--- src/rtl/mips_pkg.sv ---
// Shared MIPS pipeline definitions: load-type encodings and writeback-stage
// state encoding.
package mips_pkg;

  localparam logic [2:0] LD_LB  = 3'b000;
  localparam logic [2:0] LD_LH  = 3'b001;
  localparam logic [2:0] LD_LW  = 3'b010;
  localparam logic [2:0] LD_LBU = 3'b100;
  localparam logic [2:0] LD_LHU = 3'b101;

  typedef enum logic {
    WB_IDLE = 1'b0,
    WB_WAIT = 1'b1
  } wb_state_t;

endpackage

--- src/rtl/load_align.sv ---
// Selects the addressed byte/halfword of a little-endian load word and
// sign- or zero-extends it; unlisted load types behave as LW.
module load_align
  import mips_pkg::*;
(
  input  logic [2:0]  ldtype,
  input  logic [1:0]  addrlo,
  input  logic [31:0] rdata,
  output logic [31:0] result
);

  logic [7:0]  byte_sel;
  logic [15:0] half_sel;

  assign byte_sel = rdata[{addrlo, 3'b000} +: 8];
  // addrlo[0] is deliberately ignored for halfword accesses
  assign half_sel = addrlo[1] ? rdata[31:16] : rdata[15:0];

  // extend the selected lane according to the load type
  always_comb begin
    result = rdata;
    case (ldtype)
      LD_LB:   result = {{24{byte_sel[7]}}, byte_sel};
      LD_LBU:  result = {24'h000000, byte_sel};
      LD_LH:   result = {{16{half_sel[15]}}, half_sel};
      LD_LHU:  result = {16'h0000, half_sel};
      default: result = rdata;
    endcase
  end

endmodule

--- src/rtl/wb_stage.sv ---
// MIPS writeback stage: accepts retiring instructions, waits for load data,
// and drives the register-file write port from registers.
module wb_stage
  import mips_pkg::*;
#(
  parameter int CNT_W = 32
) (
  input  logic             clk,
  input  logic             rst,
  input  logic             in_valid,
  output logic             in_ready,
  input  logic             in_regwen,
  input  logic [4:0]       in_waddr,
  input  logic [31:0]      in_alures,
  input  logic             in_isload,
  input  logic [2:0]       in_ldtype,
  input  logic [1:0]       in_addrlo,
  input  logic             dm_rvalid,
  input  logic [31:0]      dm_rdata,
  output logic             Regwen,
  output logic [4:0]       waddr,
  output logic [31:0]      wdata,
  output logic             load_pending,
  output logic [4:0]       pend_waddr,
  output logic [CNT_W-1:0] retire_cnt,
  output logic             err_spurious
);

  localparam logic [CNT_W-1:0] CNT_ONE = {{(CNT_W-1){1'b0}}, 1'b1};

  wb_state_t   state;
  logic        lat_regwen;
  logic [4:0]  lat_waddr;
  logic [2:0]  lat_ldtype;
  logic [1:0]  lat_addrlo;
  logic [31:0] ld_result;

  load_align u_load_align (
    .ldtype (lat_ldtype),
    .addrlo (lat_addrlo),
    .rdata  (dm_rdata),
    .result (ld_result)
  );

  assign in_ready     = (state == WB_IDLE);
  assign load_pending = (state == WB_WAIT);
  assign pend_waddr   = (state == WB_WAIT) ? lat_waddr : 5'd0;

  // accept/retire FSM; write port, counter and error flag are all registered here
  always_ff @(posedge clk) begin
    if (rst) begin
      state        <= WB_IDLE;
      Regwen       <= 1'b0;
      waddr        <= 5'd0;
      wdata        <= 32'd0;
      retire_cnt   <= '0;
      err_spurious <= 1'b0;
      lat_regwen   <= 1'b0;
      lat_waddr    <= 5'd0;
      lat_ldtype   <= 3'b000;
      lat_addrlo   <= 2'b00;
    end else begin
      Regwen <= 1'b0;
      case (state)
        WB_IDLE: begin
          if (dm_rvalid) begin
            err_spurious <= 1'b1;
          end
          if (in_valid) begin
            if (in_isload) begin
              lat_regwen <= in_regwen;
              lat_waddr  <= in_waddr;
              lat_ldtype <= in_ldtype;
              lat_addrlo <= in_addrlo;
              state      <= WB_WAIT;
            end else begin
              // register 0 retires and counts but never raises the write enable
              Regwen     <= in_regwen & (|in_waddr);
              waddr      <= in_waddr;
              wdata      <= in_alures;
              retire_cnt <= retire_cnt + CNT_ONE;
            end
          end
        end
        WB_WAIT: begin
          if (dm_rvalid) begin
            Regwen     <= lat_regwen & (|lat_waddr);
            waddr      <= lat_waddr;
            wdata      <= ld_result;
            retire_cnt <= retire_cnt + CNT_ONE;
            state      <= WB_IDLE;
          end
        end
        default: state <= WB_IDLE;
      endcase
    end
  end

endmodule

--- config.mk ---
export PLATFORM = sky130hd
export DESIGN_NAME = wb_stage
export DESIGN_NICKNAME = d
export VERILOG_FILES = /design/src/rtl/mips_pkg.sv /design/src/rtl/load_align.sv /design/src/rtl/wb_stage.sv
export SDC_FILE = /design/constraint.sdc
export NUM_CORES = 1
export LEC_CHECK = 0
export ABC_AREA = 1
export CORE_MARGIN = 10
export CORE_UTILIZATION = 50
export CTS_CLUSTER_DIAMETER = 60
export DETAILED_ROUTE_END_ITERATION = 10
export GPL_ROUTABILITY_DRIVEN = 0
export PLACE_DENSITY_LB_ADDON = 0.3
export SKIP_LAST_GASP = 1
export SYNTH_ARGS = -nofsm -noshare
export SYNTH_HDL_FRONTEND = slang
export SYNTH_SLANG_ARGS = --single-unit
export TNS_END_PERCENT = 50
--- constraint.sdc ---
create_clock -name clk -period 3.25 [get_ports clk]
set_input_delay 0.325 -clock clk [delete_from_list [all_inputs] [get_ports clk]]
set_output_delay 0.325 -clock clk [all_outputs]
set_load 0.02 [all_outputs]
==> flow_summary.json, run 1 <==
{
  "status": "complete, no violations",
  "layout_commonest_cell": "nand2_1",
  "yosysWarnings": 0,
  "cellLeakagePower_nw": 2.48,
  "ys_seq_area_frac": 0.347,
  "dieArea_mm2": 0.0139,
  "cts.sinks": 83,
  "path_delay_family": "buffers and inverters",
  "drtPass1Iterations": 5,
  "htreeDepth": 3,
  "die_y_um": 118,
  "multiInputGateArea_mm2": 0.00275,
  "worstPathArrival_ps": 1930,
  "wire_per_inst_um": 16.1,
  "max-cap-violations": 0,
  "clockRootBuffer": "clkbuf_8",
  "fillCellCount": 794,
  "path_buf_inv": 3,
  "portBuffers": 157,
  "setup_tns_ps": 0,
  "syn_nets": 829,
  "swShare": 0.309,
  "worstSetupPathType": "register to output port",
  "clockBufferDepth": 2,
  "clkPwrFrac": 0.310,
  "initial_core_util": 0.516,
  "finalHoldViolations": 0,
  "area_growth_pct": 37.9,
  "synth-edff-count": 0,
  "drive_gt1_frac": 0.0932,
  "slew_viol_final": 0,
  "switchingPower_mw": 0.770,
  "p_comb_frac": 0.242,
  "synth_area_mm2": 0.00479,
  "period_minus_slack_ps": 2250,
  "clock_skew_ps": 18.8,
  "hp-class": "register to register",
  "die_w_um": 118,
  "via_per_inst": 5.43,
  "whs_ps": 492,
  "cts_tree": "built",
  "syn_inst": 748,
  "slowest_stage": "clkdlybuf4s50_1",
  "grt_pass1_wl_um": 26900,
  "wirelength_um": 16400,
  "final_nets": 967,
  "setup_viol": 0,
  "powerDensity_mw_per_mm2": 377,
  "grt_pass1_vias": 5456,
  "drt-initial-drc-count": 391,
  "cts_resized": 0,
  "core_mm2": 0.00928,
  "hold_buffers": 0,
  "cp_cell_sequence": "clkinv_1, buf_4, clkdlybuf4s50_1",
  "io_pins": 158,
  "fmax_ghz": 0.444,
  "cts_setup_buffers": 0,
  "peakVddDrop_mv": 0.292,
  "track_usage": 0.228,
  "gr-total-overflow": 0,
  "async_flop_share": 0,
  "most-common-layout-cells": "nand2_1 (194), clkdlybuf4s50_1 (157), a21oi_1 (102)",
  "crit_path_max_fanout": 38,
  "dp_hpwl_um": 12400,
  "ys_seq_elements": 83,
  "clkLatencyLatePin_ps": 350,
  "tightest_slew_ps": 956,
  "max_slew_margin": 0.361,
  "syn_avg_cell_area_um2": 6.41,
  "grt_max_degree": 88,
  "antenna_found_initial": 0,
  "seqPwrFrac": 0.448,
  "internal_power_mw": 1.72,
  "vias": 5536,
  "rsz0062_at_grt": "no",
  "cp-start-kind": "register",
  "yosysUniqueCellTypes": 34,
  "slowest_delay_ps": 690,
  "endpoint_kind": "output port",
  "cts_buffers": 9,
  "drc_errors": 0,
  "clk_pin_slew_ps": 90,
  "ant_nets": 0,
  "synth_top_flop_cell": "dfxtp_1",
  "cp.required_ps": 2920,
  "fin_crit_sh": 0.693,
  "rows": 35,
  "diodes": 0,
  "regArea_mm2": 0.00166
}
## layer usage
| layer | up-vias | global-route usage | wire (µm) |
|---|---|---|---|
| li1 | 2730 | - | - |
| met5 | - | 0 | 0 |
| met1 | 2508 | 0.272 | 6710 |
| met4 | 0 | 0.103 | 529 |
| met3 | 41 | 0.0657 | 1560 |
| met2 | 257 | 0.371 | 7640 |
## cell families after synthesis
family	share of synthesized area
adders and majority gates	0.00261
and+or+nand+nor	0.338
buffers and inverters	0.0804
AOI/OAI and AO/OA	0.222
xor gates and xnor gates	0.0110
DFF	0.347
## metrics by stage
step	total power [mW]	util	cells	instance area (µm²)	setup slack, ps
final	2.49	0.712	1020	6610	998
after global routing	2.60	0.712	1020	6610	783
after CTS	2.50	0.712	1020	6610	1010
after detailed placement	1.74	0.690	1004	6410	1020
after global placement	1.72	0.690	1004	6410	1090
after floorplan	1.46	-	748	4790	1720
## cells in the mapped netlist, drive strengths merged (2+ instances only)
cell type	count	share of area
inv	53	0.042
nor3	6	0.0063
nand2	206	0.17
buf	21	0.026
nor2	85	0.070
o211ai	4	0.0063
or2	18	0.023
a21oi	112	0.12
xor2	5	0.0091
nand4	2	0.0026
o21ai	72	0.075
o21a	8	0.013
nand3	49	0.064
dfxtp	83	0.35
clkbuf	16	0.013
## cell type report
class	instances	area share
timing repair buffer	164	0.248
clock buffer	10	0.0208
multi-input combinational	574	0.415
sequential	83	0.251
inverter	54	0.0307
tap	129	0.0244
clock inverter	6	0.00984
## power groups by stage
stage	Clock (mW)	Combinational, mW	Sequential, mW
global route	0.818	0.658	1.13
floorplan	0	0.278	1.19
CTS	0.782	0.602	1.12
global placement	0	0.584	1.14
finish	0.772	0.603	1.12
detailed placement	0	0.598	1.14
## worst min-delay path, cell delays in order, from the launching register on
cell and delay (ps):
dfxtp_1 320, inv_1 70, a21oi_1 60
## sequential cells by signal (all words and copies together), names as in the netlist, 2 cells and up
register / flops
lat_waddr: 5
lat_ldtype: 3
wdata: 32
retire_cnt: 32
lat_addrlo: 2
waddr: 5
## path summary, 6_finish.rpt
kind,slack [ps],startpoint,cells past startpoint,endpoint
max,1000,load_pending,3,in_ready
min,490,lat_waddr[1],2,lat_waddr[1]
max reg2reg,1010,lat_addrlo[1],7,wdata[17]
min reg2reg,490,lat_waddr[1],2,lat_waddr[1]
(Power assumes the default switching activity.)
==> run 2, diff against run 1 <==
--- a/config.mk
+++ b/config.mk
@@ -7,7 +7,7 @@
 export LEC_CHECK = 0
 export ABC_AREA = 1
 export CORE_MARGIN = 10
-export CORE_UTILIZATION = 50
+export CORE_UTILIZATION = 42
 export CTS_CLUSTER_DIAMETER = 60
 export DETAILED_ROUTE_END_ITERATION = 10
 export GPL_ROUTABILITY_DRIVEN = 0
==> constraint.sdc (replaced) <==
create_clock -name clk -period 1.85 [get_ports clk]
set_input_delay 0.185 -clock clk [delete_from_list [all_inputs] [get_ports clk]]
set_output_delay 0.185 -clock clk [all_outputs]
set_load 0.02 [all_outputs]
==> run 2 against run 1 <==
Compared with the run above: core utilization shrank 8.7 points; register-to-register slack worse by 830 ps; critical path type unchanged; largest power group unchanged; clock-buffer cell count up 1.
==> flow_summary.json, run 2 (synthesis gave the netlist of run 1 again) <==
{
  "via_per_inst": 5.10,
  "drt-initial-drc-count": 359,
  "crit_path_max_fanout": 6,
  "finalHoldViolations": 0,
  "drive_gt1_frac": 0.114,
  "max-cap-violations": 0,
  "htreeDepth": 3,
  "hp-class": "input pin to register",
  "antenna_found_initial": 0,
  "dieArea_mm2": 0.0161,
  "layout_commonest_cell": "nand2_1",
  "io_pins": 158,
  "cts.sinks": 83,
  "worstPathArrival_ps": 1640,
  "die_w_um": 127,
  "vias": 5356,
  "finalInstanceArea_mm2": 0.00687,
  "die_y_um": 127,
  "period_minus_slack_ps": 1830,
  "grt_pass1_wl_um": 26400,
  "slowest_delay_ps": 610,
  "place_area_mm2": 0.00658,
  "initial_core_util": 0.436,
  "max_slew_margin": 0.728,
  "track_usage": 0.198,
  "clkLatencyLatePin_ps": 340,
  "ant_nets": 0,
  "multiInputGateArea_mm2": 0.00275,
  "final_nets": 986,
  "worstSetupPathType": "register to output port",
  "top_regs": "retire_cnt x32, wdata x32",
  "area_growth_pct": 43.3,
  "endpoint_kind": "output port",
  "core_mm2": 0.0110,
  "clk_pin_slew_ps": 60,
  "clock_skew_ps": 9.28,
  "wire_per_inst_um": 15.7,
  "portBuffers": 157,
  "powerDensity_mw_per_mm2": 700,
  "grt_max_degree": 57,
  "slew_viol_final": 0,
  "cellLeakagePower_nw": 2.64,
  "slowest_stage": "clkdlybuf4s50_1",
  "regArea_mm2": 0.00166,
  "path_buf_inv": 3,
  "p_total_mw": 4.81,
  "peakVddDrop_mv": 0.454,
  "grt_pass1_vias": 5130,
  "cp.required_ps": 1660,
  "setup_tns_ps": 0,
  "dp_hpwl_um": 12900,
  "path_delay_family": "buffers and inverters",
  "cp_cell_sequence": "buf_4, nand2_1, inv_1, clkdlybuf4s50_1",
  "drc_errors": 0,
  "rsz0062_at_grt": "yes",
  "rows": 38,
  "fmax_ghz": 0.548,
  "most-common-layout-cells": "nand2_1 (194), clkdlybuf4s50_1 (153), a21oi_1 (102)",
  "fin_crit_sh": 0.987,
  "drtPass1Iterations": 5,
  "cts_buffers": 9,
  "cp-start-kind": "register",
  "status": "complete, no violations",
  "clockBufferDepth": 2,
  "fillCellCount": 1029,
  "setup_viol": 0,
  "hold_buffers": 0,
  "cts_setup_buffers": 0,
  "wirelength_um": 16500,
  "cts_tree": "built",
  "gr-total-overflow": 0,
  "clockRootBuffer": "clkbuf_16",
  "diodes": 0,
  "tightest_slew_ps": 407
}
-- run 2: changes by cell type in the layout (fill, tap and decap cells not counted), moves of 2 or more --
cell and delta:
dlygate4sd2_1 +2, clkbuf_8 -8, clkdlybuf4s50_1 -4, clkinv_4 -2, clkbuf_16 +9, clkinvlp_4 +2, dlymetal6s2s_1 +2, buf_4 +18
-- run 2: cell type report --
type | count | area share
clock inverter | 5 | 0.00528
timing repair buffer | 183 | 0.261
inverter | 54 | 0.0295
sequential | 83 | 0.242
tap | 140 | 0.0255
clock buffer | 11 | 0.0368
multi-input combinational | 574 | 0.400
-- run 2: path summary, 6_finish.rpt --
kind / depth (start not counted) / to / slack (ps) / start
setup / recovery: 4 / pend_waddr[0] / 20 / load_pending
hold / removal: 3 / lat_regwen / 430 / in_regwen
setup reg to reg: 7 / retire_cnt[12] / 180 / retire_cnt[0]
hold reg to reg: 2 / lat_waddr[1] / 480 / lat_waddr[1]
-- run 2: through the flow --
step / setup slack, ps / utilization / hold slack [ps] / instances
final: 24.6 / 0.626 / 428 / 1050
after detailed placement: -20.0 / 0.599 / 476 / 1034
after global routing: -36.0 / 0.626 / 460 / 1050
after floorplan: 324 / - / 313 / 748
after CTS: 3.00 / 0.625 / 413 / 1050
after global placement: 5.97 / 0.599 / 462 / 1034
-- run 2: report_power, final --
group	switching, mW	internal [mW]	leakage [nW]
clock network	0.758	0.985	0.134
logic	0.599	0.511	1.83
registers	0.0655	1.89	0.679
total	1.42	3.39	2.64
-- run 2: worst min-delay path: stages --
cell,delay [ps]
clkdlybuf4s50_1,420
inv_1,60
a21oi_1,50
-- run 2: metal layers --
metal	vias up	global-route usage	wire length, µm
met4	0	0.0730	354
li1	2763	-	-
met3	26	0.0679	1480
met2	194	0.321	7590
met1	2373	0.238	7030
met5	-	0	0
-- run 2: what timing repair did --
| action | 4_1_cts | 5_1_grt |
|---|---|---|
| endpoints found under the setup margin | 7 | 21 |
| resized for setup | 3 | 3 |
| cloned | 0 | 0 |
